--- config.mk ---
export PLATFORM = sky130hd
export DESIGN_NAME = hamming_secded_scrubber
export DESIGN_NICKNAME = d
export VERILOG_FILES = /design/src/rtl/hamming_pkg.sv /design/src/rtl/hamming_corrector.sv /design/src/rtl/hamming_secded_scrubber.sv
export SDC_FILE = /design/constraint.sdc
export NUM_CORES = 1
export LEC_CHECK = 0
export ABC_AREA = 1
export BUFFER_PORTS_ARGS = -buffer_cell sky130_fd_sc_hd__buf_2
export CAP_MARGIN = 20
export CORE_MARGIN = 1
export CORE_UTILIZATION = 40
export CTS_CLUSTER_DIAMETER = 50
export DETAILED_ROUTE_END_ITERATION = 8
export PLACE_DENSITY = 0.6
export SLEW_MARGIN = 40
export SYNTH_ARGS = -nofsm -noshare
export SYNTH_HDL_FRONTEND = slang
export SYNTH_HIERARCHICAL = 1
export SYNTH_SLANG_ARGS = --single-unit
--- constraint.sdc ---
create_clock -name clk -period 1.85 [get_ports clk]
set_input_delay 0.37 -clock clk [delete_from_list [all_inputs] [get_ports clk]]
set_output_delay 0.37 -clock clk [all_outputs]
set_load 0.02 [all_outputs]
--- src/rtl/hamming_pkg.sv ---
// Shared definitions for the (22,16) SECDED code: position map, encoder, syndrome
// helper and the write-back FSM state type.
package hamming_pkg;

  localparam int unsigned DATA_W = 16;
  localparam int unsigned CHK_W  = 6;

  // Codeword position of each data bit d0..d15, five bits per entry, d0 in the LSBs.
  localparam logic [DATA_W*5-1:0] DATA_POS = {
    5'd21, 5'd20, 5'd19, 5'd18, 5'd17, 5'd15, 5'd14, 5'd13,
    5'd12, 5'd11, 5'd10, 5'd9,  5'd7,  5'd6,  5'd5,  5'd3
  };

  typedef enum logic {StRun, StWbReq} wb_state_e;

  function automatic logic [4:0] data_pos(input int unsigned i);
    return DATA_POS[i*5 +: 5];
  endfunction

  // chk[4:0] is the XOR of the positions of all set data bits; chk[5] is overall parity.
  function automatic logic [CHK_W-1:0] hamming_encode(input logic [DATA_W-1:0] data);
    logic [4:0] h;
    h = '0;
    for (int unsigned i = 0; i < DATA_W; i++) begin
      if (data[i]) h = h ^ data_pos(i);
    end
    return {(^data) ^ (^h), h};
  endfunction

  // Returns {pm, s}: pm is the overall parity mismatch across all 22 received bits.
  function automatic logic [5:0] hamming_syndrome(input logic [DATA_W-1:0] data,
                                                  input logic [CHK_W-1:0]  chk);
    logic [CHK_W-1:0] enc;
    logic [4:0]       s;
    logic             pm;
    enc = hamming_encode(data);
    s   = enc[4:0] ^ chk[4:0];
    pm  = (^data) ^ (^chk);
    return {pm, s};
  endfunction

endpackage

--- src/rtl/hamming_corrector.sv ---
// Combinational SECDED classification and single-bit correction from a precomputed
// syndrome and overall parity mismatch.
module hamming_corrector
  import hamming_pkg::*;
(
  input  logic [DATA_W-1:0] data_i,
  input  logic [4:0]        syndrome_i,
  input  logic              pm_i,
  output logic [DATA_W-1:0] data_o,
  output logic              sec_o,
  output logic              ded_o
);

  logic correctable;

  always_comb begin
    correctable = pm_i && (syndrome_i <= 5'd21);
    ded_o       = (!pm_i && (syndrome_i != 5'd0)) || (pm_i && (syndrome_i > 5'd21));
    sec_o       = correctable;
    data_o      = data_i;
    // Syndromes pointing at check-bit positions (or 0) leave the data untouched.
    if (correctable) begin
      for (int unsigned i = 0; i < DATA_W; i++) begin
        if (data_pos(i) == syndrome_i) data_o[i] = ~data_i[i];
      end
    end
  end

endmodule

--- src/rtl/hamming_secded_scrubber.sv ---
// Two-stage SECDED checker that corrects single errors, flags double errors, requests
// a write-back of corrected words and keeps saturating error statistics.
module hamming_secded_scrubber
  import hamming_pkg::*;
#(
  parameter int unsigned CNT_W      = 8,
  parameter int unsigned WB_TIMEOUT = 15
) (
  input  logic              clk,
  input  logic              rst,
  input  logic              in_valid,
  output logic              in_ready,
  input  logic [DATA_W-1:0] in_data,
  input  logic [CHK_W-1:0]  in_chk,
  output logic              out_valid,
  output logic [DATA_W-1:0] out_data,
  output logic              out_sec,
  output logic              out_ded,
  output logic [4:0]        out_syndrome,
  output logic              wb_req,
  output logic [DATA_W-1:0] wb_data,
  output logic [CHK_W-1:0]  wb_chk,
  input  logic              wb_ack,
  output logic              wb_timeout,
  output logic [CNT_W-1:0]  sec_count,
  output logic [CNT_W-1:0]  ded_count
);

  localparam int unsigned TmoW = $clog2(WB_TIMEOUT + 1);

  wb_state_e         state_q, state_d;
  logic [TmoW-1:0]   tmo_q, tmo_d;
  logic              wb_load;

  logic              xfer;
  logic [5:0]        in_syn;
  logic              s1_valid_q;
  logic [DATA_W-1:0] s1_data_q;
  logic [4:0]        s1_syn_q;
  logic              s1_pm_q;

  logic [DATA_W-1:0] corr_data;
  logic              corr_sec, corr_ded;

  logic              s2_valid_q;
  logic [DATA_W-1:0] s2_data_q;
  logic              s2_sec_q, s2_ded_q;
  logic [4:0]        s2_syn_q;

  logic [DATA_W-1:0] wb_data_q;
  logic [CHK_W-1:0]  wb_chk_q;
  logic [CNT_W-1:0]  sec_cnt_q, ded_cnt_q;

  // Stall intake while stage 2 holds a SEC result so the write-back is not overtaken.
  assign in_ready = !rst && (state_q == StRun) && !(s2_valid_q && s2_sec_q);
  assign xfer     = in_valid && in_ready;
  assign in_syn   = hamming_syndrome(in_data, in_chk);

  always_ff @(posedge clk) begin
    if (rst) begin
      s1_valid_q <= 1'b0;
      s1_data_q  <= '0;
      s1_syn_q   <= '0;
      s1_pm_q    <= 1'b0;
    end else begin
      s1_valid_q <= xfer;
      if (xfer) begin
        s1_data_q <= in_data;
        s1_syn_q  <= in_syn[4:0];
        s1_pm_q   <= in_syn[5];
      end
    end
  end

  hamming_corrector u_corrector (
    .data_i     (s1_data_q),
    .syndrome_i (s1_syn_q),
    .pm_i       (s1_pm_q),
    .data_o     (corr_data),
    .sec_o      (corr_sec),
    .ded_o      (corr_ded)
  );

  always_ff @(posedge clk) begin
    if (rst) begin
      s2_valid_q <= 1'b0;
      s2_data_q  <= '0;
      s2_sec_q   <= 1'b0;
      s2_ded_q   <= 1'b0;
      s2_syn_q   <= '0;
    end else begin
      s2_valid_q <= s1_valid_q;
      s2_data_q  <= s1_valid_q ? corr_data : '0;
      s2_sec_q   <= s1_valid_q && corr_sec;
      s2_ded_q   <= s1_valid_q && corr_ded;
      s2_syn_q   <= s1_valid_q ? s1_syn_q : '0;
    end
  end

  assign out_valid    = s2_valid_q;
  assign out_data     = s2_data_q;
  assign out_sec      = s2_sec_q;
  assign out_ded      = s2_ded_q;
  assign out_syndrome = s2_syn_q;

  always_comb begin
    state_d    = state_q;
    tmo_d      = tmo_q;
    wb_load    = 1'b0;
    wb_timeout = 1'b0;
    unique case (state_q)
      StRun: begin
        tmo_d = '0;
        if (s2_valid_q && s2_sec_q) begin
          state_d = StWbReq;
          wb_load = 1'b1;
        end
      end
      StWbReq: begin
        // Ack takes priority over an expiring timeout in the same cycle.
        if (wb_ack) begin
          state_d = StRun;
          tmo_d   = '0;
        end else if (tmo_q == TmoW'(WB_TIMEOUT - 1)) begin
          state_d    = StRun;
          tmo_d      = '0;
          wb_timeout = 1'b1;
        end else begin
          tmo_d = tmo_q + 1'b1;
        end
      end
      default: state_d = StRun;
    endcase
  end

  always_ff @(posedge clk) begin
    if (rst) begin
      state_q   <= StRun;
      tmo_q     <= '0;
      wb_data_q <= '0;
      wb_chk_q  <= '0;
    end else begin
      state_q <= state_d;
      tmo_q   <= tmo_d;
      if (wb_load) begin
        wb_data_q <= s2_data_q;
        wb_chk_q  <= hamming_encode(s2_data_q);
      end
    end
  end

  assign wb_req  = (state_q == StWbReq);
  assign wb_data = wb_data_q;
  assign wb_chk  = wb_chk_q;

  always_ff @(posedge clk) begin
    if (rst) begin
      sec_cnt_q <= '0;
      ded_cnt_q <= '0;
    end else begin
      if (s2_valid_q && s2_sec_q && (sec_cnt_q != '1)) sec_cnt_q <= sec_cnt_q + 1'b1;
      if (s2_valid_q && s2_ded_q && (ded_cnt_q != '1)) ded_cnt_q <= ded_cnt_q + 1'b1;
    end
  end

  assign sec_count = sec_cnt_q;
  assign ded_count = ded_cnt_q;

endmodule

==> results.md <==
* Area growth from synthesis to layout at 20.2%
* Routed via count at roughly 4800
* Final Setup Violations at 0
* Fillers at 1261
* Die width at ~110 um
* Synth area leaders: dfxtp_1, nand2_1, inv_1
* Period utilization at about 93%
* CTS tree: done
* Synth area leader: dfxtp_1
* Diode count at 0
* Finished Layout Cells at between 900 and 1000
* RR Startpoint: out_data[7]
* Clk sinks at 90
* Initial Util at between 40% and 50%
* Placed Cells at 979
* Core area at between 10000 and 15000 um2
* Startpoint types: flip-flop
* Warnings from Yosys at 6
* Hold path cells at 3
* Layout cell share with drive strength beyond 1 at roughly 18%
* Pin count of the biggest net entering global routing at 42
* Worst EP required at between 1 and 1.5 ns
* Kind of critical path: flip-flop to output port
* 1st-iter DRT viols at 222
* Register area share after synthesis at around 37%
* WL/cell at approximately 12 um
* Final Hold Vio Count at 0
* Min cycle time layout at about 1.7 ns
* CTS Buf Count at 9
* Slew Viols, Final at 0
* First drt pass iteration count at 4
* Synthesized flop and latch total at 90
* CP max FO at 4
* Met2 global-route usage at around 34%
* Cts hold-fix bufs at 0
* Crit end category: output port
* Max-Cap Viols at 0
* DIE AREA at roughly 13000 um2
* I/O pin count at roughly 90
* First-pass GRT wire length at around 20000 um
* Detailed Place HPWL at around 9600 um
* Mapped Area at approximately 4900 um2
* Hold path start: in_data[14]
* Antenna-violating nets left at 0
* Grt met3 use at under 10%
* Synth Instances at ~750
* Max VDD drop at around 0.32 mV
* Clk_lat worst skew at 0.35 ns
* Die Height at roughly 110 um
* Hold_ws at 0.309 ns
* Global route total overflow at 0
* Most frequent cells in the layout: nand2_1, inv_1, buf_2
* All-Layer GR Usage at 20.2%
* Worst min path class: primary input to flip-flop
* Top cell type's share of synthesized area at 36.7%
* GP Congestion at 0.886
* Max Root-Sink Buffers at 2
* Syn Area/Cell at 6.57 um2
* Grt peak-use layer: met2
* Port Buffer Count at 90
* Pleak at ~0.0029 uW
* Initial antenna violation count at 0
* Row count at 40
* Max Fclk at 582 MHz
* Total Routed Length at about 12000 um
* Vias in the first global route at 4300
* Worst-margin pin slew at 0.487 ns
* Vias/cell at between 4 and 5
* Power per cell area at 772 nW/um2
* Final net count at 873
* Layout Skew at 0.0128 ns
* CP Launch Point: tmo_q[0]
* Setup bufs post-CTS at 0
* Unique cell type count in the Yosys netlist at 32
* Arr. time, crit path at about 1.4 ns
* CTS clk-pin slew, worst paths at ~0.06 ns
* CTS H-tree lvls at 3
* Design area at just under 6000 um2
* Worst r2r path cells at 15
* Slew HR at ~67%
* Status: complete, no violations
* Met1 Usage GRT at 25.3%
* Area after DPL at roughly 5600 um2
* DRC Markers at 0
* Syn nets at between 700 and 800
* Root buffer cell: clkbuf_16
* Commonest non-fill, non-tap cell in the layout: nand2_1
path summary, 6_finish.rpt:
kind,end,slack [ns]
max,wb_timeout,0.13
min,s1_data_q[14],0.31
max reg2reg,wb_chk[5],0.17
min reg2reg,out_ded,0.44
sequential cells by signal (all words and copies together), names as in the netlist, 4 cells and up:
signal	count
wb_data	16
s1_syn_q	5
wb_chk	6
s1_data_q	16
tmo_q	4
sec_count	8
out_data	16
out_syndrome	5
ded_count	8
cell usage after synthesis:
master	number
a211oi_1	2
a21oi_1	48
a21oi_2	1
a31oi_1	1
buf_1	1
buf_2	10
buf_4	1
buf_6	1
clkbuf_1	10
clkbuf_2	1
clkinv_1	1
dfxtp_1	90
ha_1	4
inv_1	96
inv_2	4
nand2_1	241
nand2_2	1
nand3_1	58
nand3b_1	6
nand4_1	7
nor2_1	57
nor2_2	2
nor2_4	2
nor3_1	3
o211ai_1	4
o21a_1	1
o21ai_0	36
o21ba_2	1
or2_2	1
xnor2_1	30
xnor2_2	1
xor2_1	26
routing by layer:
layer	wire length [um]	up-vias
met5	0	-
met4	239	0
met3	522	21
met2	5870	119
met1	5730	2146
li1	-	2513
per-stage QoR:
step,worst slack [ns],util [%],setup TNS (ns),total power [uW]
6_report,0.132,49.1,0,4550
3_5_place_dp,-0.00368,46.5,-0.00368,2760
4_1_cts,0.0649,48.9,0,4600
3_3_place_gp,-0.0412,46.5,-0.0412,2750
5_1_grt,-0.0240,49.1,-0.0240,4780
2_1_floorplan,0.0676,-,0,2580
logic make-up after synthesis:
kind of cell | Yosys count | share of synthesized area, %
adders and majority gates | 4 | 1.02
buffers and inverters | 125 | 10.1
and+or+nand+nor | 378 | 31.8
DFF | 90 | 36.7
AOI/OAI and AO/OA | 94 | 10.1
xor gates and xnor gates | 57 | 10.3
critical path, stage by stage (launching register included):
cell     delay, ns
dfxtp_1       0.34
inv_1         0.06
ha_1          0.13
nand3_1       0.10
nor3_1        0.17
buf_2         0.20
report_power, final:
group / switching (uW) / internal [uW] / total [uW] / leakage [uW]
Clock: 792 / 1040 / 1840 / 0.000142
Sequential: 46.0 / 1980 / 2020 / 0.000734
Combinational: 421 / 271 / 692 / 0.00201
Total: 1260 / 3290 / 4550 / 0.00289
final cells by class:
cell class                 count  area (um2)  area share (%)
inverter                     101         379            6.42
clock inverter                 6        65.1            1.10
tap                          147         184            3.12
multi-input combinational    533        2630            44.6
timing repair buffer         108         598            10.1
clock buffer                   9         225            3.82
sequential                    90        1820            30.8
repair_timing:
| item | CTS | global route |
|---|---|---|
| hold endpoints to repair | 0 | 0 |
| setup endpoints to repair | 1 | 5 |
| gates resized for setup | 1 | 15 |
(Power assumes the default switching activity.)
